**src/rtl/sevenseg_pkg.sv**
```systemverilog
// Shared constants for the seven-segment scan controller.
// Holds active-low segment patterns, blanking code and digit enable levels.
package sevenseg_pkg;

  // Digit enables drive PNP/anode switches: low turns a digit on.
  localparam logic DIGIT_ON  = 1'b0;
  localparam logic DIGIT_OFF = 1'b1;

  // All segments dark (active-low).
  localparam logic [6:0] SEG_OFF = 7'h7F;

  // Active-low patterns, bit 0 = a ... bit 6 = g; entry 15 first.
  localparam logic [15:0][6:0] SEG7_HEX = {
    7'h0E, // F
    7'h06, // E
    7'h21, // d
    7'h46, // C
    7'h03, // b
    7'h08, // A
    7'h10, // 9
    7'h00, // 8
    7'h78, // 7
    7'h02, // 6
    7'h12, // 5
    7'h19, // 4
    7'h30, // 3
    7'h24, // 2
    7'h79, // 1
    7'h40  // 0
  };

  function automatic logic [6:0] seg7_hex(
    input logic [3:0] nib
  );
    return SEG7_HEX[nib];
  endfunction

endpackage

```
**src/rtl/sevenseg_scan_ctrl_hex_to_seg7.sv**
```systemverilog
// hex_to_seg7: combinational nibble to active-low a..g pattern.
// Ports: nibble (4-bit hex in), seg_n (7-bit active-low segments out).
module hex_to_seg7
  import sevenseg_pkg::*;
(
  input  logic [3:0] nibble,
  output logic [6:0] seg_n
);

  assign seg_n = seg7_hex(nibble);

endmodule

```
**src/rtl/sevenseg_scan_ctrl.sv**
```systemverilog
// sevenseg_scan_ctrl: time-multiplexed common-anode N-digit display driver
// with per-frame shadow latching, blanking, decimal points and PWM brightness.
// Ports: FPGA_CLK, RST (async, active-high); data_in (4*DIGITS nibbles,
// digit 0 at [3:0]), dp_in, blank_in (per digit), bright (duty level);
// outputs en_seg (active-low digit enables), data_seg (active nibble),
// dt (active-low decimal point), frame_start (shadow load pulse).
// Optional macro SEVENSEG_DECODE_EN adds seg_n[6:0] (active-low a..g).
module sevenseg_scan_ctrl
  import sevenseg_pkg::*;
#(
  parameter int DIGITS   = 4,
  parameter int SCAN_DIV = 50_000,
  parameter int BRIGHT_W = 3
) (
  input  logic                  FPGA_CLK,
  input  logic                  RST,
  input  logic [4*DIGITS-1:0]   data_in,
  input  logic [DIGITS-1:0]     dp_in,
  input  logic [DIGITS-1:0]     blank_in,
  input  logic [BRIGHT_W-1:0]   bright,
  output logic [DIGITS-1:0]     en_seg,
  output logic [3:0]            data_seg,
  output logic                  dt,
`ifdef SEVENSEG_DECODE_EN
  output logic [6:0]            seg_n,
`endif
  output logic                  frame_start
);

  localparam int CW   = $clog2(SCAN_DIV);
  localparam int IW   = $clog2(DIGITS);
  localparam int UNIT = SCAN_DIV >> BRIGHT_W;

  localparam logic [CW-1:0]       CNT_MAX = CW'(SCAN_DIV - 1);
  localparam logic [IW-1:0]       IDX_MAX = IW'(DIGITS - 1);
  localparam logic [BRIGHT_W-1:0] BR_FULL = '1;

  if (DIGITS < 2 || SCAN_DIV < (1 << BRIGHT_W)) begin : g_bad_cfg
    $fatal(1, "sevenseg_scan_ctrl: need DIGITS>=2, SCAN_DIV>=2**BRIGHT_W");
  end

  logic [CW-1:0]       cnt;
  logic [IW-1:0]       idx;
  logic                load_pend;
  logic [4*DIGITS-1:0] data_sh;
  logic [DIGITS-1:0]   dp_sh;
  logic [DIGITS-1:0]   blank_sh;
  logic [BRIGHT_W-1:0] bright_sh;

  logic                slot_tick;
  logic                frame_wrap;
  logic                load;
  logic [3:0]          nib;
  logic [31:0]         on_len;
  logic                lit;
  logic [DIGITS-1:0]   en_nxt;

  assign slot_tick  = (cnt == CNT_MAX);
  assign frame_wrap = slot_tick && (idx == IDX_MAX);
  assign load       = load_pend || frame_wrap;

  // load_pend marks the first edge after reset: the shadow loads there
  // while the scan position holds at slot 0 so the first frame is as long
  // as every later one.
  always_ff @(posedge FPGA_CLK or posedge RST) begin
    if (RST) begin
      cnt       <= '0;
      idx       <= '0;
      load_pend <= 1'b1;
      data_sh   <= '0;
      dp_sh     <= '0;
      blank_sh  <= '0;
      bright_sh <= '0;
    end else begin
      load_pend <= 1'b0;
      if (load) begin
        data_sh   <= data_in;
        dp_sh     <= dp_in;
        blank_sh  <= blank_in;
        bright_sh <= bright;
      end
      if (!load_pend) begin
        cnt <= slot_tick ? '0 : cnt + CW'(1);
        if (slot_tick) begin
          idx <= frame_wrap ? '0 : idx + IW'(1);
        end
      end
    end
  end

  assign nib    = data_sh[{idx, 2'b00} +: 4];
  assign on_len = 32'(bright_sh) * 32'(UNIT);

  // bright_sh == 0 gives on_len == 0, so the digit never lights.
  assign lit = !blank_sh[idx] &&
               ((bright_sh == BR_FULL) || (32'(cnt) < on_len));

  always_comb begin
    en_nxt = {DIGITS{DIGIT_OFF}};
    if (lit) begin
      en_nxt[idx] = DIGIT_ON;
    end
  end

  always_ff @(posedge FPGA_CLK or posedge RST) begin
    if (RST) begin
      en_seg      <= {DIGITS{DIGIT_OFF}};
      data_seg    <= '0;
      dt          <= 1'b1;
      frame_start <= 1'b0;
    end else begin
      en_seg      <= en_nxt;
      data_seg    <= nib;
      dt          <= lit ? ~dp_sh[idx] : 1'b1;
      frame_start <= load;
    end
  end

`ifdef SEVENSEG_DECODE_EN
  logic [6:0] seg_pat;

  hex_to_seg7 u_hex_to_seg7 (
    .nibble (nib),
    .seg_n  (seg_pat)
  );

  always_ff @(posedge FPGA_CLK or posedge RST) begin
    if (RST) begin
      seg_n <= SEG_OFF;
    end else begin
      seg_n <= lit ? seg_pat : SEG_OFF;
    end
  end
`endif

endmodule

```
**config.mk**
```make
export PLATFORM = sky130hd
export DESIGN_NAME = sevenseg_scan_ctrl
export DESIGN_NICKNAME = d
export VERILOG_FILES = /design/src/rtl/sevenseg_pkg.sv /design/src/rtl/sevenseg_scan_ctrl_hex_to_seg7.sv /design/src/rtl/sevenseg_scan_ctrl.sv
export SDC_FILE = /design/constraint.sdc
export NUM_CORES = 1
export LEC_CHECK = 0
export ABC_AREA = 0
export CORE_ASPECT_RATIO = 1.25
export CORE_MARGIN = 1.5
export CORE_UTILIZATION = 50
export DETAILED_ROUTE_END_ITERATION = 8
export HOLD_SLACK_MARGIN = 0.05
export PLACE_DENSITY = 0.73
export SLEW_MARGIN = 30
export SYNTH_ARGS = -nofsm -noshare
export SYNTH_HDL_FRONTEND = slang
export SYNTH_HIERARCHICAL = 1
export SYNTH_SLANG_ARGS = --single-unit
```
**constraint.sdc**
```tcl
create_clock -name FPGA_CLK -period 8.4 [get_ports FPGA_CLK]
set_input_delay 1.26 -clock FPGA_CLK [delete_from_list [all_inputs] [get_ports FPGA_CLK]]
set_output_delay 1.26 -clock FPGA_CLK [all_outputs]
set_load 0.02 [all_outputs]
```
==> flow_summary.toml <==
[place]
place.gp.congestion = 0.8046
placed_area_mm2 = 0.003437
dp_hpwl_um = 3936
port_buffers = 38

[clock_tree]
clock-sinks = 56
cts.path.max_buffers = 2
cts_setup_buffers = 0
cts_root_buf = "clkbuf_8"
cts_made_buffers = 5
clk-insertion-delay-late_ns = 0.31
cts_tree = "built"
cts_resized = 0
htreeDepth = 2
clk_pin_slew_ns = 0.10
cts_hold_buf = 0

[setup_path]
path_cells = "ha_1 -> ha_1 -> ha_1 -> nor2b_1 -> o21ai_0 -> o21ai_0 -> a21oi_1 -> xor2_1 -> ha_1 -> a211o_1 -> a221oi_1 -> nor3_1 -> a211oi_2 -> nand2_1"
r2r_start = "bright_sh[0]"
critPathSlowestCell = "dfrtp_1"
critPathKind = "reg2reg"
reg2reg_depth = 14
r2r-end = "dt"
critPathLaunch = "bright_sh[0]"
required_ns = 8.63
regToRegSetupSlack_ns = 5.25
startpoint_type = "flip-flop"
critPathCaptureType = "flip-flop"
crit_arrival_ns = 3.38
critPathMaxFanout = 6
cpPeakStageDelay_ns = 0.46
path_common_cell = "ha_1"

[timing]
rsz0062_at_grt = "no"
max-slew-margin-rel_pct = 53.10
timing.final.crit_share_pct = 37.52
whs_ns = 0.5164
min_period_ns = 3.151
maxClockFrequency_mhz = 317.3
hold_viol_final = 0
drv_slew = 0
fin_tns_setup_ns = 0
clock_skew_ns = 0.008680
finalSetupViolCount = 0
worst_pin_slew_ns = 0.7035

[layout]
n_antenna_cell = 0
stdcell_area_mm2 = 0.003522
layout.nets = 332
area_growth_pct = 17.73
drive_above_1_share_pct = 19.42
utilization_pct = 60.94

[run_status]
status = "complete, no violations"

[yosys]
yosysWarnings = 6
yosysTopAreaCell = "dfrtp_1"
synthFlopType = "dfrtp_1"
netlist_instances = 236
seq_area_frac_synth_pct = 47.09
synth_area_per_cell_um2 = 12.68
ys_top_cells_by_area = "dfrtp_1 42%, ha_1 11%, mux2_4 9.5%"
synthDistinctLibCells = 41
synth_top_area_share_pct = 41.82
synth_area_mm2 = 0.002992
syn_nets = 291
ys_ff_latch = 56
synth_edf_count = 0
async_flop_share_pct = 100.0

[worst_hold_path]
hold-path-endpoint = "dp_sh[0]"
min-delay-start = "dp_sh[0]"
holdPathStages = 1
hold_path_class = "reg2reg"

[global_route]
grt_start_max_net_pins = 57
antenna_found_initial = 0
grt_pass1_vias = 1872
gr-total-overflow = 0
grt_usage_pct = 18.31
grt_pass1_wl_um = 8935

[detailed_routing]
dr.first_iter.drc_count = 55
viasPerCell = 5.503
vias = 1893
drc = 0
detail_route.wl_per_cell_um = 15.29
ant_nets = 0
routed_wl_um = 5260
dr.pass1.iters = 4

[power]
peakVddDrop_uv = 113.6
p_per_area_mw_per_mm2 = 177.6
p_leak_nw = 1.621
power_mw = 0.6256

[floorplanning]
start_util_pct = 51.76
die_x_um = 72.19
num_rows = 31
die_h_um = 89.48
io-pin-count = 39
core_mm2 = 0.005779
dieArea_mm2 = 0.006459

[flow_run]
drv_cap = 0
registers in the layout, summed over array words and instances (netlist names), 2 cells and up:
signal     flops
idx            2
dp_sh          4
data_seg       4
en_seg         4
bright_sh      3
data_sh       16
blank_sh       4
cnt           16
cell usage after synthesis (2+ instances only):
library cell   n
and4_1         2
dfstp_2        6
xnor2_1       12
and3_1         2
mux4_2         6
nor2b_1        3
nand4b_1       3
nand4_1        5
a31oi_1        2
xor2_1         5
nand3_1        3
o21ai_0        4
nand2_1       16
buf_6          2
mux2_4        19
nor3_1         7
nor2_1        10
nor4_1         2
inv_1         13
a21oi_1        4
clkbuf_1       2
dfrtp_1       50
a21o_1         6
nand2b_1       2
mux2_2         9
ha_1          26
critical path, delay by kind of cell, from the launching register on:
kind / cells / cell delay, ns
compound gates: 6 / 1.29
flops: 1 / 0.46
xor+xnor: 1 / 0.09
fa+ha+maj: 4 / 0.94
simple gates: 3 / 0.33
cell families (layout without fill, tap and decap cells):
kind of cell               Yosys count  count (layout)  share of synthesized area (%)
buffers and inverters               19              61                          2.969
muxes                               34              34                          17.44
xor gates and xnor gates            17              17                          4.977
other                                1               1                         0.1254
AOI/OAI and AO/OA                   23              23                          5.646
adders and majority gates           26              26                          10.87
and+or+nand+nor                     60              60                          10.87
DFF                                 56              56                          47.09
metrics by stage:
stage                     setup slack, ns  std cells
after floorplan                     5.584        236
after global placement              5.353        335
after detailed placement            5.237        336
after CTS                           5.219        344
after global routing                4.977        344
final                               5.249        344
cell type report:
type	instances	area, µm²
well taps	66	82.58
clock inverters	1	8.758
multi-input cells	161	1494
inverters	13	48.80
clock buffers	7	76.32
flip-flops and latches	56	1409
repair buffers	40	402.9
fillers	462	2257
placed cells by master (no fill, tap or decap), drive strengths merged, types with 2 or more instances in the layout:
cell and n:
clkbuf 7, a21o 6, ha 26, nand2b 2
nand2 16, nand3 3, clkdlybuf4s50 38, dfrtp 50
and4 3, mux4 6, a21oi 5, and3 2
nor3 7, mux2 28, xnor2 12, inv 14
nor4 2, buf 2, nand4b 3, nor2 11
o21ai 4, nor2b 3, xor2 5, a31oi 2
nand4 5, dfstp 6
layer usage:
metal | share of wire [%] | vias up | GRT usage, %
met5 | 0 | - | 0
li1 | - | 918 | -
met4 | 1.7 | 0 | 6.346
met1 | 44 | 933 | 22.31
met2 | 52 | 34 | 32.24
met3 | 3.0 | 8 | 3.946
how the worst max path moves through the flow:
stage          slack (ns)        end  cells after the start
2_1_floorplan        5.58  en_seg[0]                     14
4_1_cts              5.22         dt                     14
3_3_place_gp         5.35  en_seg[2]                     14
3_5_place_dp         5.24  en_seg[0]                     14
5_1_grt              4.98         dt                     14
6_report             5.25         dt                     14
power by group:
| group | total (mW) | internal (mW) | switching [mW] | leakage, nW |
|---|---|---|---|---|
| Clock | 0.147 | 0.0604 | 0.0867 | 0.0428 |
| Sequential | 0.334 | 0.299 | 0.0348 | 0.674 |
| Combinational | 0.145 | 0.0809 | 0.0640 | 0.904 |
| Total | 0.626 | 0.440 | 0.185 | 1.62 |
Note: power is estimated with default switching activity, not from simulation.
